--- config.mk ---
export PLATFORM = sky130hd
export DESIGN_NAME = sample_uart_tx_flat
export DESIGN_NICKNAME = d
export VERILOG_FILES = /design/src/rtl/sample_uart_tx_pkg.sv /design/src/rtl/sample_uart_tx_if.sv /design/src/rtl/sample_uart_tx_sync_fifo.sv /design/src/rtl/sample_uart_tx.sv /design/src/flat_wrapper.sv
export SDC_FILE = /design/constraint.sdc
export NUM_CORES = 1
export LEC_CHECK = 0
export CORE_MARGIN = 2
export CORE_UTILIZATION = 35
export CTS_BUF_LIST = sky130_fd_sc_hd__clkbuf_4
export CTS_CLUSTER_SIZE = 16
export DETAILED_ROUTE_END_ITERATION = 7
export PLACE_DENSITY = 0.54
export SLEW_MARGIN = 40
export SYNTH_ARGS = -nofsm -noshare
export SYNTH_HDL_FRONTEND = slang
export SYNTH_SLANG_ARGS = --single-unit
--- constraint.sdc ---
create_clock -name clk -period 2.8 [get_ports clk]
set_input_delay 0.42 -clock clk [delete_from_list [all_inputs] [get_ports clk]]
set_output_delay 0.42 -clock clk [all_outputs]
set_load 0.03 [all_outputs]
--- src/rtl/sample_uart_tx_pkg.sv ---
// Shared definitions for the sample UART transmitter: FSM states, frame
// constants and the sample-to-frame packing helper.
package sample_uart_tx_pkg;

    typedef enum logic [2:0] {
        ST_IDLE,
        ST_ARM,
        ST_START,
        ST_DATA,
        ST_STOP
    } tx_state_e;

    localparam logic [3:0] HDR_DEFAULT = 4'hA;
    localparam int FRAME_BITS = 10;
    localparam int DATA_BITS  = FRAME_BITS - 2;
    localparam int BIT_CNT_W  = $clog2(DATA_BITS);

    // Two-byte frame word: header nibble, then the 12-bit zero-extended sample.
    function automatic logic [15:0] build_frame(input logic [11:0] sample,
                                                input logic [3:0]  hdr);
        return {hdr, sample};
    endfunction

endpackage

--- src/rtl/sample_uart_tx_if.sv ---
// Sample strobe bundle from the ADC driver into the UART transmitter.
interface sample_uart_tx_if #(
    parameter int DATA_W = 12
);
    logic              sample_valid;
    logic [DATA_W-1:0] sample_data;

    modport master (output sample_valid, output sample_data);
    modport slave  (input  sample_valid, input  sample_data);
endinterface

--- src/rtl/sample_uart_tx_sync_fifo.sv ---
// First-word-fall-through synchronous FIFO; the caller guarantees push is
// never issued when full without a same-cycle pop, and pop never when empty.
module sync_fifo #(
    parameter int WIDTH = 12,
    parameter int AW    = 3
) (
    input  logic             clk,
    input  logic             rst,
    input  logic             push,
    input  logic             pop,
    input  logic [WIDTH-1:0] din,
    output logic [WIDTH-1:0] dout,
    output logic [AW:0]      level,
    output logic             full,
    output logic             empty
);
    localparam int DEPTH = 2**AW;

    logic [WIDTH-1:0] mem [DEPTH];
    logic [AW-1:0]    wr_ptr;
    logic [AW-1:0]    rd_ptr;
    logic [AW:0]      count;

    always_ff @(posedge clk or negedge rst) begin
        if (!rst) begin
            wr_ptr <= '0;
            rd_ptr <= '0;
            count  <= '0;
        end else begin
            if (push) wr_ptr <= wr_ptr + 1'b1;
            if (pop)  rd_ptr <= rd_ptr + 1'b1;
            case ({push, pop})
                2'b10:   count <= count + 1'b1;
                2'b01:   count <= count - 1'b1;
                default: count <= count;
            endcase
        end
    end

    // Storage needs no reset: the pointers alone define what is valid.
    always_ff @(posedge clk) begin
        if (push) mem[wr_ptr] <= din;
    end

    assign dout  = mem[rd_ptr];
    assign level = count;
    assign full  = (count == DEPTH[AW:0]);
    assign empty = (count == '0);

endmodule

--- src/rtl/sample_uart_tx.sv ---
// Buffers ADC samples and sends each one as a two-byte 8N1 frame
// (header nibble + sample) on the shared baud tick grid.
module sample_uart_tx
    import sample_uart_tx_pkg::*;
#(
    parameter int         DATA_W  = 12,
    parameter int         FIFO_AW = 3,
    parameter logic [3:0] HDR     = HDR_DEFAULT
) (
    input  logic             clk,
    input  logic             rst,
    input  logic             en,
    input  logic             baud_tick,
    sample_uart_tx_if.slave  smp,
    output logic             tx,
    output logic             busy,
    output logic [FIFO_AW:0] fifo_level,
    output logic             overflow
);
    tx_state_e              state_q, state_n;
    logic                   tx_q, tx_n;
    logic [15:0]            frame_q, frame_n;
    logic                   byte_sel_q, byte_sel_n;
    logic [BIT_CNT_W-1:0]   bit_cnt_q, bit_cnt_n;
    logic [BIT_CNT_W-1:0]   bit_cnt_inc;
    logic                   overflow_q;
    logic                   push, pop, full, empty;
    logic [DATA_W-1:0]      head;
    logic [7:0]             cur_byte;

    // A full FIFO still accepts a sample when the FSM frees a slot that cycle.
    assign push = smp.sample_valid && (!full || pop);

    sync_fifo #(
        .WIDTH (DATA_W),
        .AW    (FIFO_AW)
    ) u_fifo (
        .clk   (clk),
        .rst   (rst),
        .push  (push),
        .pop   (pop),
        .din   (smp.sample_data),
        .dout  (head),
        .level (fifo_level),
        .full  (full),
        .empty (empty)
    );

    assign cur_byte    = byte_sel_q ? frame_q[7:0] : frame_q[15:8];
    assign bit_cnt_inc = bit_cnt_q + BIT_CNT_W'(1);

    always_ff @(posedge clk or negedge rst) begin
        if (!rst) begin
            state_q    <= ST_IDLE;
            tx_q       <= 1'b1;
            frame_q    <= '0;
            byte_sel_q <= 1'b0;
            bit_cnt_q  <= '0;
            overflow_q <= 1'b0;
        end else begin
            state_q    <= state_n;
            tx_q       <= tx_n;
            frame_q    <= frame_n;
            byte_sel_q <= byte_sel_n;
            bit_cnt_q  <= bit_cnt_n;
            overflow_q <= overflow_q | (smp.sample_valid & ~push);
        end
    end

    always_comb begin
        state_n    = state_q;
        tx_n       = tx_q;
        frame_n    = frame_q;
        byte_sel_n = byte_sel_q;
        bit_cnt_n  = bit_cnt_q;
        pop        = 1'b0;
        case (state_q)
            ST_IDLE: begin
                if (en && !empty) begin
                    pop        = 1'b1;
                    frame_n    = build_frame(12'(head), HDR);
                    byte_sel_n = 1'b0;
                    state_n    = ST_ARM;
                end
            end
            ST_ARM: begin
                if (baud_tick) begin
                    tx_n    = 1'b0;
                    state_n = ST_START;
                end
            end
            ST_START: begin
                if (baud_tick) begin
                    tx_n      = cur_byte[0];
                    bit_cnt_n = '0;
                    state_n   = ST_DATA;
                end
            end
            ST_DATA: begin
                if (baud_tick) begin
                    if (bit_cnt_q == BIT_CNT_W'(DATA_BITS - 1)) begin
                        tx_n    = 1'b1;
                        state_n = ST_STOP;
                    end else begin
                        bit_cnt_n = bit_cnt_inc;
                        tx_n      = cur_byte[bit_cnt_inc];
                    end
                end
            end
            ST_STOP: begin
                // Byte 1 follows byte 0 with no idle gap between the two.
                if (baud_tick) begin
                    if (!byte_sel_q) begin
                        byte_sel_n = 1'b1;
                        tx_n       = 1'b0;
                        state_n    = ST_START;
                    end else begin
                        state_n = ST_IDLE;
                    end
                end
            end
            default: state_n = ST_IDLE;
        endcase
    end

    assign tx       = tx_q;
    assign busy     = (state_q != ST_IDLE);
    assign overflow = overflow_q;

endmodule

--- src/flat_wrapper.sv ---
// flat-port wrapper written by rule: the top's interface ports become plain ports
module sample_uart_tx_flat import sample_uart_tx_pkg::*;
#(
    parameter int         DATA_W  = 12,
    parameter int         FIFO_AW = 3,
    parameter logic [3:0] HDR     = HDR_DEFAULT
)
  (clk, rst, en, baud_tick, tx, busy, fifo_level, overflow, smp_sample_valid, smp_sample_data);
  sample_uart_tx_if #(.DATA_W(DATA_W)) smp_i ();
  input  logic clk;
  input  logic rst;
  input  logic en;
  input  logic baud_tick;
  output logic tx;
  output logic busy;
  output logic [FIFO_AW:0] fifo_level;
  output logic overflow;
  input wire logic [$bits(smp_i.sample_valid)-1:0] smp_sample_valid;
  input wire logic [$bits(smp_i.sample_data)-1:0] smp_sample_data;
  assign smp_i.sample_valid = smp_sample_valid;
  assign smp_i.sample_data = smp_sample_data;
  sample_uart_tx #(.DATA_W(DATA_W), .FIFO_AW(FIFO_AW), .HDR(HDR)) u_core (.clk(clk), .rst(rst), .en(en), .baud_tick(baud_tick), .smp(smp_i), .tx(tx), .busy(busy), .fifo_level(fifo_level), .overflow(overflow));
endmodule
==> reports/results.ini, run 1 <==
[hold_path]
hold_path_class = input port to async pin

[cells_and_area]
drive_above_1_share_pct = 23.69
fillCellCount = 1290
fin_cells = 547
syn2layout_area_growth_pct = 15.34
design_area_um2 = 6068
insertedDiodeCount = 0
finish.utilization_pct = 41.60
fin_nets = 375

[clocking]
cts_root_buf = clkbuf_4
clock_path_buffers = 2
clock-sinks = 128
post_cts_buffers = 0
clk_pin_slew_worst_paths_ns = 0.11
tritoncts = yes
insertion_delay_ns = 0.51
cts_hold_repair.buffers = 0
ctsHtreeMaxLevel = 4
cts-buffers-inserted = 17
cts_resized = 0

[die]
ios = 24
core-area_um2 = 14590
die_x_um = 126.6
initial_core_util_pct = 36.06
dieHeight_um = 126.6
die_area_um2 = 16030
fp-row-count = 44

[run_status]
status = completed

[route]
routed_via_density = 5.082
drt_iter0_markers = 123
drc = 0
route.vias.total = 2780
drt-total-wl_um = 9877
drt_pass1_iterations = 4
wl_per_cell_um = 18.06
ant_nets = 0

[pwr]
p_comb_share_pct = 32.0
p_clk_share_pct = 20.1
power_density_nw_per_um2 = 947.0
swShare_pct = 32.59
p_sw_w = 0.001873
internal-power_w = 0.003874
leakage_nw = 2.076
seq_power_share_pct = 47.9
peakVddDrop_v = 0.0004302

[sta]
worst_pin_slew_ns = 0.5561
fin_tns_setup_ns = 0
slew_violations = 0
fmax_ghz = 0.3976
relSlewSlack_pct = 62.93
hold_viol = 0
finClkSkew_ns = 0.01893
setup_slack_ns = 0.2852
setup_viol = 0
rsz0062_at_grt = no
period_minus_slack_ns = 2.515
fin_crit_sh_pct = 89.81

[setup_path]
cp-end-kind = flop
worstPathRequired_ns = 3.23
crit_arrival_ns = 2.94
crit_fanout = 9
crit_path_start_kind = flop
path_class = flop to flop

[placement]
gp_congestion = 0.7282
portBuffers = 23
numPlacedInstances = 516
placement.cell_area_um2 = 5811
post-place-ws_ns = 0.1621
dp_hpwl_um = 6148

[synth]
synth-seq-area-share_pct = 70.04
synth-main-ff-cell = edfxtp_1
synth.avg_cell_area_um2 = 17.08
ys_warn_count = 0
synth_cell_type_count = 43
syn_nets = 332
synth_top_cell_by_area = edfxtp_1
yosys.area.top_type_share_pct = 54.79
synth-edff-count = 96
netlist_area_um2 = 5261
ys_seq_elements = 128
synthCells = 308
ys_async_sr_fraction_pct = 25.00
yosys-top-cells-area = edfxtp_1, dfrtp_1, mux4_2, mux2i_1, a21oi_1

[grt]
antenna_found_initial = 0
grt_start_max_net_pins = 33
gr-usage-all-layers_pct = 13.44
grt_pass1_wl_um = 15840
grt_pass1_vias = 2779
grt_overflow = 0

[run]
drv_cap = 0

## kinds of logic after synthesis
group	Yosys count	share of synthesized area, %
adder cells (fa/ha/maj)	7	1.807
buffers and inverters	24	2.021
AND/OR/NAND/NOR	54	4.923
multiplexers	46	14.74
AO/OA/AOI/OAI	42	5.304
flip-flops	128	70.04
XOR/XNOR	7	1.165
## critical path: stages (launching register included)
cell     delay (ns)
dfrtp_1        0.48
or3_4          0.39
or3_1          0.45
inv_1          0.11
ha_1           0.23
a21o_1         0.18
a21oi_1        0.18
mux2i_1        0.25
xor2_1         0.17
## Yosys cell counts (2+ instances only)
library cell  count
edfxtp_1         96
dfrtp_1          31
mux4_2           25
nor2_1           22
mux2i_1          19
a21oi_1          18
nand2_1          11
clkbuf_1          9
buf_2             7
ha_1              6
inv_1             6
xnor2_1           6
a22oi_1           4
nand2b_1          4
nor3_1            4
o21ai_0           4
nand3_1           3
nand3b_1          3
o211ai_1          3
mux2_2            2
nor2b_1           2
nor4_1            2
## power by group through the flow
| stage | clock network (W) | logic [W] | registers, W |
|---|---|---|---|
| after floorplan | 0 | 0.00128 | 0.00276 |
| after global placement | 0 | 0.00186 | 0.00279 |
| after detailed placement | 0 | 0.00187 | 0.00280 |
| after CTS | 0.00120 | 0.00188 | 0.00276 |
| after global routing | 0.00128 | 0.00202 | 0.00281 |
| final | 0.00116 | 0.00184 | 0.00275 |
## worst paths after layout
kind	slack [ns]	depth (start not counted)	endpoint	from
worst max register to register	0.29	8	u_core.u_fifo.level[3]$_DFFE_PN0P_	u_core.state_q[2]$_DFFE_PN0P_
worst max-delay path	0.29	8	u_core.u_fifo.level[3]$_DFFE_PN0P_	u_core.state_q[2]$_DFFE_PN0P_
max in group asynchronous	2.16	2	u_core.tx$_DFFE_PN1P_	rst
worst min register to register	0.49	1	u_core.frame_q[13]$_DFFE_PN0N_	u_core.frame_q[13]$_DFFE_PN0N_
worst min-delay path	0.31	2	u_core.u_fifo.level[0]$_DFFE_PN0P_	rst
min in group clk	0.49	1	u_core.frame_q[13]$_DFFE_PN0N_	u_core.frame_q[13]$_DFFE_PN0N_
## registers in the layout (all words and copies together), names as in the netlist
register,flops
u_core.bit_cnt_q,3
u_core.u_fifo.level,4
u_core.state_q,3
u_core.byte_sel_q,1
u_core.overflow,1
u_core.u_fifo.rd_ptr,3
u_core.frame_q,13
u_core.u_fifo.mem,96
u_core.u_fifo.wr_ptr,3
u_core.tx,1
## metrics by stage
stage,power [W],hold WS (ns)
floorplan,0.004036,0.1244
global placement,0.004645,0.4575
detailed placement,0.004679,0.4596
CTS,0.005839,0.2724
global route,0.006111,0.2773
finish,0.005746,0.3059
## layout make-up
| cell class | count | area, µm² | area share [%] |
|---|---|---|---|
| clock buffers | 18 | 135.1 | 2.227 |
| clock inverters | 13 | 122.6 | 2.021 |
| inverters | 6 | 22.52 | 0.3711 |
| multi-input cells | 156 | 1499 | 24.70 |
| flip-flops and latches | 128 | 3686 | 60.74 |
| well taps | 184 | 230.2 | 3.794 |
| repair buffers | 42 | 372.9 | 6.144 |
## cell usage in the layout, fill, tap and decap left out, types with 11 or more instances in the layout
cell type        Yosys  final
a21oi_1             18     18
nand2_1             11     11
clkbuf_4             0     18
mux2i_1             19     19
nor2_1              22     21
dfrtp_1             31     30
edfxtp_1            96     96
clkdlybuf4s50_1      0     23
mux4_2              25     25
buf_4                0     19
## metal layers
layer | global-route usage, % | vias to the layer above | part of all wire, %
met5 | 0 | - | 0
met4 | 4.266 | 0 | 0.84
met3 | 4.133 | 6 | 4.1
met2 | 21.14 | 49 | 48
met1 | 17.98 | 1423 | 47
li1 | - | 1302 | -
No activity file was read; power rests on OpenSTA's default activity.
==> run 2: changes to the inputs <==
--- a/config.mk
+++ b/config.mk
@@ -10,7 +10,7 @@
 export CTS_BUF_LIST = sky130_fd_sc_hd__clkbuf_4
 export CTS_CLUSTER_SIZE = 16
 export DETAILED_ROUTE_END_ITERATION = 7
-export PLACE_DENSITY = 0.54
+export PLACE_DENSITY = 0.52
 export SLEW_MARGIN = 40
 export SYNTH_ARGS = -nofsm -noshare
 export SYNTH_HDL_FRONTEND = slang
==> constraint.sdc (replaced) <==
create_clock -name clk -period 2.55 [get_ports clk]
set_input_delay 0.3825 -clock clk [delete_from_list [all_inputs] [get_ports clk]]
set_output_delay 0.3825 -clock clk [all_outputs]
set_load 0.03 [all_outputs]
==> run 2 against run 1 <==
Effect of this change:
- first-iteration DRC count increased by 12%
- global-route usage barely moved
- cell area increased by 2.8%
- critical path depth stayed put
- clock skew about the same
- clock power grew 31%
- routed wire length increased by 2.2%
- sequential share of layout area decreased by 1.7 points
- count of clock-buffer cells in the layout down 1
- combinational power is 16% higher
- utilization rose by 1.2 points
- cell count stayed put
==> reports/results.ini, run 2 (synthesized netlist as in run 1, its figures left out) <==
[run_status]
status = completed  ; unchanged

[sta]
hold_ws_ns = 0.2655  ; was 0.3059 ns
period_minus_slack_ns = 2.342  ; was 2.515 ns
fmax_ghz = 0.4270  ; was 0.3976 GHz
slew_violations = 0  ; unchanged
setup_viol = 0  ; unchanged
relSlewSlack_pct = 64.43  ; was 62.93%
worst_pin_slew_ns = 0.5335  ; was 0.5561 ns
fin_crit_sh_pct = 91.85  ; was 89.81%
rsz0062_at_grt = no  ; unchanged
finClkSkew_ns = 0.01922  ; was 0.01893 ns
hold_viol = 0  ; unchanged
fin_tns_setup_ns = 0  ; unchanged

[route]
drt-total-wl_um = 10100  ; was 9877 µm
drt_pass1_iterations = 4  ; unchanged
wl_per_cell_um = 18.46  ; was 18.06 µm
ant_nets = 0  ; unchanged
drc = 0  ; unchanged
route.vias.total = 2771  ; was 2780
routed_via_density = 5.066  ; was 5.082
drt_iter0_markers = 138  ; was 123

[hold_path]
hold_path_class = input port to async pin  ; unchanged

[clocking]
clock_path_buffers = 2  ; unchanged
clk_pin_slew_worst_paths_ns = 0.11  ; about the same
cts_root_buf = clkbuf_4  ; unchanged
cts-buffers-inserted = 17  ; unchanged
tritoncts = yes  ; unchanged
post_cts_buffers = 0  ; unchanged
clock-sinks = 128  ; unchanged
cts_resized = 0  ; unchanged
ctsHtreeMaxLevel = 4  ; unchanged
cts_hold_repair.buffers = 0  ; unchanged
insertion_delay_ns = 0.52  ; was 0.51 ns

[cells_and_area]
finish.utilization_pct = 42.76  ; was 41.60%
insertedDiodeCount = 0  ; unchanged
largest_reg_flops = 96  ; unchanged
fin_nets = 375  ; unchanged
design_area_um2 = 6238  ; was 6068 µm²
drive_above_1_share_pct = 23.42  ; was 23.69%
layout_commonest_cell = edfxtp_1  ; unchanged
regMostFlops = u_core.u_fifo.mem  ; unchanged
layout_common_cells = edfxtp_1, dfrtp_1, mux4_2  ; unchanged
syn2layout_area_growth_pct = 18.57  ; was 15.34%

[setup_path]
crit_arrival_ns = 2.78  ; was 2.94 ns
crit_fanout = 6  ; was 9
path_class = flop to flop  ; unchanged
cp_slowest_cell = o41ai_2  ; was dfrtp_1
crit_path_start_kind = flop  ; unchanged
r2r_setup_slack_ns = 0.21  ; was 0.29 ns
cp-end-kind = flop  ; unchanged
path_buf_inv = 1  ; unchanged
worstPathRequired_ns = 2.99  ; was 3.23 ns
slowest_delay_ns = 0.53  ; was 0.48 ns
worstPathCellList = o41ai_2 -> or3_1 -> inv_1 -> ha_1 -> a21o_1 -> a21oi_1 -> mux2i_1 -> xor2_1  ; was or3_4 -> or3_1 -> inv_1 -> ha_1 -> a21o_1 -> a21oi_1 -> mux2i_1 -> xor2_1
crit_family = compound AO/OA/AOI/OAI gates  ; was simple AND/OR/NAND/NOR gates

[grt]
grt_overflow = 0  ; unchanged
grt_pass1_wl_um = 15940  ; was 15840 µm
grt_start_max_net_pins = 33  ; unchanged
gr-usage-all-layers_pct = 13.47  ; was 13.44%
antenna_found_initial = 0  ; unchanged
grt_pass1_vias = 2836  ; was 2779

[pwr]
leakage_nw = 2.138  ; was 2.076 nW
peakVddDrop_v = 0.0004938  ; was 0.0004302 V
power_w = 0.006666  ; was 0.005746 W
power_density_nw_per_um2 = 1068  ; was 947.0 nW/µm²

[run]
drv_cap = 0  ; unchanged

[placement]
gp_congestion = 0.7483  ; was 0.7282
placement.cell_area_um2 = 5922  ; was 5811 µm²
dp_hpwl_um = 6125  ; was 6148 µm
portBuffers = 23  ; unchanged

[die]
fp-row-count = 44  ; unchanged
die_area_um2 = 16030  ; unchanged
core-area_um2 = 14590  ; unchanged
ios = 24  ; unchanged
initial_core_util_pct = 36.06  ; unchanged
dieHeight_um = 126.6  ; unchanged
die_x_um = 126.6  ; unchanged

-- run 2: cell count changes in the layout (fill, tap and decap cells not counted), sizes merged --
cell,change
bufinv,+2
clkbuf,-1
clkinvlp,-3
inv,+2
-- run 2: per-stage QoR --
stage,setup slack [ns],instances
final,0.2079,547
after global routing,0.01154,547
after CTS,0.1688,547
after detailed placement,0.04065,516
after global placement,0.1091,516
after floorplan,0.06250,308
-- run 2: area by class of cell --
class | count | area (µm²)
clock buffer | 17 | 127.6
clock inverter | 14 | 188.9
fill | 1317 | 8351
inverter | 6 | 22.52
multi-input combinational | 156 | 1499
sequential | 128 | 3685
tap | 184 | 230.2
timing repair buffer | 42 | 485.5
-- run 2: report_power, final --
group	switching (W)	total (W)	internal (W)	leakage, nW
Clock	0.000744	0.00152	0.000773	0.167
Sequential	0.000296	0.00300	0.00271	1.24
Combinational	0.00108	0.00214	0.00107	0.728
-- run 2: routing by layer --
layer  vias up  global-route usage, %  part of all wire [%]
met2        41                  20.54                    48
met4         0                  5.042                   1.2
met3         7                  4.302                   3.3
li1       1294                      -                     -
met1      1429                  18.17                    47
met5         -                      0                     0
-- run 2: final timing paths --
path,from,end,cells past startpoint
hold reg to reg,u_core.frame_q[13]$_DFFE_PN0N_,u_core.frame_q[13]$_DFFE_PN0N_,1
max in group asynchronous,rst,u_core.tx$_DFFE_PN1P_,2
hold / removal,rst,u_core.u_fifo.level[0]$_DFFE_PN0P_,2
setup / recovery,u_core.u_fifo.level[1]$_DFFE_PN0P_,u_core.u_fifo.level[3]$_DFFE_PN0P_,8
setup reg to reg,u_core.u_fifo.level[1]$_DFFE_PN0P_,u_core.u_fifo.level[3]$_DFFE_PN0P_,8
min in group clk,u_core.frame_q[13]$_DFFE_PN0N_,u_core.frame_q[13]$_DFFE_PN0N_,1
==> run 3: changes to the inputs <==
--- a/config.mk
+++ b/config.mk
@@ -5,13 +5,13 @@
 export SDC_FILE = /design/constraint.sdc
 export NUM_CORES = 1
 export LEC_CHECK = 0
+export CAP_MARGIN = 5
 export CORE_MARGIN = 2
 export CORE_UTILIZATION = 35
 export CTS_BUF_LIST = sky130_fd_sc_hd__clkbuf_4
 export CTS_CLUSTER_SIZE = 16
 export DETAILED_ROUTE_END_ITERATION = 7
 export PLACE_DENSITY = 0.52
-export SLEW_MARGIN = 40
 export SYNTH_ARGS = -nofsm -noshare
 export SYNTH_HDL_FRONTEND = slang
 export SYNTH_SLANG_ARGS = --single-unit
==> constraint.sdc (replaced) <==
create_clock -name clk -period 2.65 [get_ports clk]
set_input_delay 0.3975 -clock clk [delete_from_list [all_inputs] [get_ports clk]]
set_output_delay 0.3975 -clock clk [all_outputs]
set_load 0.03 [all_outputs]
==> run 3 against run 2 <==
Effect of this change:
- via count rose by 0.97%
- utilization is 0.59 points lower
- non-clock buffer count is 2 lower
- combinational power is 7% lower
- critical path type is now flop to output port
- critical endpoint is now busy
- highest routed layer unchanged
==> reports/results.ini, run 3 (synthesized netlist as in run 1, its figures left out) <==
[pwr]
seq_power_share_pct = 44.7  ; was 45.1%
peakVddDrop_v = 0.0004372  ; was 0.0004938 V
p_comb_share_pct = 30.9  ; was 32.2%
internal-power_w = 0.004392  ; was 0.004546 W
swShare_pct = 31.42  ; was 31.80%
p_clk_share_pct = 24.4  ; was 22.8%
leakage_nw = 2.101  ; was 2.138 nW
p_sw_w = 0.002012  ; was 0.002120 W
power_density_nw_per_um2 = 1041  ; was 1068 nW/µm²

[clocking]
cts_resized = 0  ; unchanged
cts-buffers-inserted = 17  ; unchanged
clk_pin_slew_worst_paths_ns = 0.13  ; was 0.11 ns
insertion_delay_ns = 0.54  ; was 0.52 ns
clock-sinks = 128  ; unchanged
ctsHtreeMaxLevel = 4  ; unchanged
cts_hold_repair.buffers = 0  ; unchanged
tritoncts = yes  ; unchanged
post_cts_buffers = 0  ; unchanged
clock_path_buffers = 2  ; unchanged
cts_root_buf = clkbuf_4  ; unchanged

[placement]
portBuffers = 23  ; unchanged
dp_hpwl_um = 5946  ; was 6125 µm
numPlacedInstances = 514  ; was 516
gp_congestion = 0.7234  ; was 0.7483

[die]
fp-row-count = 44  ; unchanged
die_area_um2 = 16030  ; unchanged
die_x_um = 126.6  ; unchanged
dieHeight_um = 126.6  ; unchanged
core-area_um2 = 14590  ; unchanged
initial_core_util_pct = 36.06  ; unchanged
ios = 24  ; unchanged

[setup_path]
path_class = flop to output port  ; was flop to flop
crit_arrival_ns = 1.99  ; was 2.78 ns
r2r_setup_slack_ns = 0.32  ; was 0.21 ns
path_buf_inv = 1  ; unchanged
worstPathRequired_ns = 2.25  ; was 2.99 ns
crit_path_start_kind = flop  ; unchanged
worstPathCellList = or3_4 -> clkdlybuf4s50_1  ; was o41ai_2 -> or3_1 -> inv_1 -> ha_1 -> a21o_1 -> a21oi_1 -> mux2i_1 -> xor2_1
crit_fanout = 9  ; was 6
slowest_delay_ns = 0.60  ; was 0.53 ns
crit_family = buffers and inverters  ; was compound AO/OA/AOI/OAI gates
cp-end-kind = output port  ; was flop
cp_slowest_cell = clkdlybuf4s50_1  ; was o41ai_2

[route]
route.vias.total = 2798  ; was 2771
drt_pass1_iterations = 5  ; was 4
drt_iter0_markers = 136  ; was 138
drc = 0  ; unchanged
routed_via_density = 5.125  ; was 5.066
drt-total-wl_um = 9793  ; was 10100 µm
wl_per_cell_um = 17.94  ; was 18.46 µm
ant_nets = 0  ; unchanged

[cells_and_area]
layout_common_cells = edfxtp_1, dfrtp_1, mux4_2  ; unchanged
insertedDiodeCount = 0  ; unchanged
syn2layout_area_growth_pct = 16.93  ; was 18.57%
drive_above_1_share_pct = 23.20  ; was 23.42%
layout_commonest_cell = edfxtp_1  ; unchanged
regMostFlops = u_core.u_fifo.mem  ; unchanged
fin_nets = 373  ; was 375
largest_reg_flops = 96  ; unchanged
fin_cells = 546  ; was 547
finish.utilization_pct = 42.17  ; was 42.76%

[sta]
fin_tns_setup_ns = 0  ; unchanged
worst_pin_slew_ns = 0.4548  ; was 0.5335 ns
fin_crit_sh_pct = 90.27
slew_violations = 0  ; unchanged
fmax_ghz = 0.4180
relSlewSlack_pct = 69.35  ; was 64.43%
hold_viol = 0  ; unchanged
finClkSkew_ns = 0.02463  ; was 0.01922 ns
rsz0062_at_grt = no  ; unchanged
period_minus_slack_ns = 2.392
setup_viol = 0  ; unchanged

[grt]
grt_pass1_vias = 2841  ; was 2836
antenna_found_initial = 0  ; unchanged
grt_start_max_net_pins = 33  ; unchanged
grt_pass1_wl_um = 15860  ; was 15940 µm
gr-usage-all-layers_pct = 13.41  ; was 13.47%
grt_overflow = 0  ; unchanged

[hold_path]
hold_path_class = input port to async pin  ; unchanged

[run_status]
status = completed  ; unchanged

[run]
drv_cap = 0  ; unchanged

[run 3: cell types whose count changed in the layout (fill, tap and decap cells not counted)]
cell        before  now
clkinv_4         3    2
bufinv_16        4    5
inv_6            2    0
buf_12           9    1
clkinvlp_4       1    5
clkinv_2         2    1
buf_4           10   16
[run 3: final cells by class]
type                    instances  area (µm²)
fillers                      1299        8437
clock buffers                  17       127.6
well taps                     184       230.2
flip-flops and latches        128        3685
clock inverters                15       217.7
repair buffers                 40       370.4
inverters                       6       22.52
multi-input cells             156        1499
[run 3: final timing paths]
kind	from	endpoint	depth (start not counted)
worst min register to register	u_core.frame_q[13]$_DFFE_PN0N_	u_core.frame_q[13]$_DFFE_PN0N_	1
worst max-delay path	u_core.state_q[2]$_DFFE_PN0P_	busy	2
min in group clk	u_core.frame_q[13]$_DFFE_PN0N_	u_core.frame_q[13]$_DFFE_PN0N_	1
max in group asynchronous	rst	u_core.tx$_DFFE_PN1P_	2
worst min-delay path	rst	u_core.bit_cnt_q[0]$_DFFE_PN0P_	2
worst max register to register	u_core.state_q[2]$_DFFE_PN0P_	u_core.u_fifo.level[3]$_DFFE_PN0P_	8
[run 3: per-layer routing]
metal | global-route usage [%] | vias to the layer above | wire length (µm)
met5 | 0 | - | 0
met4 | 5.624 | 0 | 187
met3 | 4.007 | 15 | 376
met2 | 20.51 | 45 | 4642
met1 | 17.96 | 1449 | 4587
li1 | - | 1289 | -
[run 3: power groups by stage]
stage / Clock, W / Sequential [W] / Combinational, W
6_report: 0.00156 / 0.00286 / 0.00198
5_1_grt: 0.00170 / 0.00292 / 0.00217
4_1_cts: 0.00162 / 0.00287 / 0.00203
3_5_place_dp: 0 / 0.00292 / 0.00202
3_3_place_gp: 0 / 0.00291 / 0.00201
2_1_floorplan: 0 / 0.00292 / 0.00135
[run 3: worst register-to-register path, stage by stage (launching register included)]
cell     delay, ns
dfrtp_1       0.47
or3_4         0.39
or3_1         0.38
inv_1         0.09
ha_1          0.22
a21o_1        0.17
a21oi_1       0.16
mux2i_1       0.23
xor2_1        0.15
[run 3: metrics by stage]
step | worst slack [ns] | hold WS, ns | cell area (µm²) | power [W]
floorplan | 0.1625 | 0.1019 | 5273 | 0.004273
global placement | 0.2083 | 0.4619 | 5807 | 0.004912
detailed placement | 0.1775 | 0.4621 | 5807 | 0.004941
CTS | 0.2017 | 0.2167 | 6152 | 0.006522
global route | 0.1482 | 0.2420 | 6152 | 0.006797
finish | 0.2578 | 0.2423 | 6152 | 0.006405
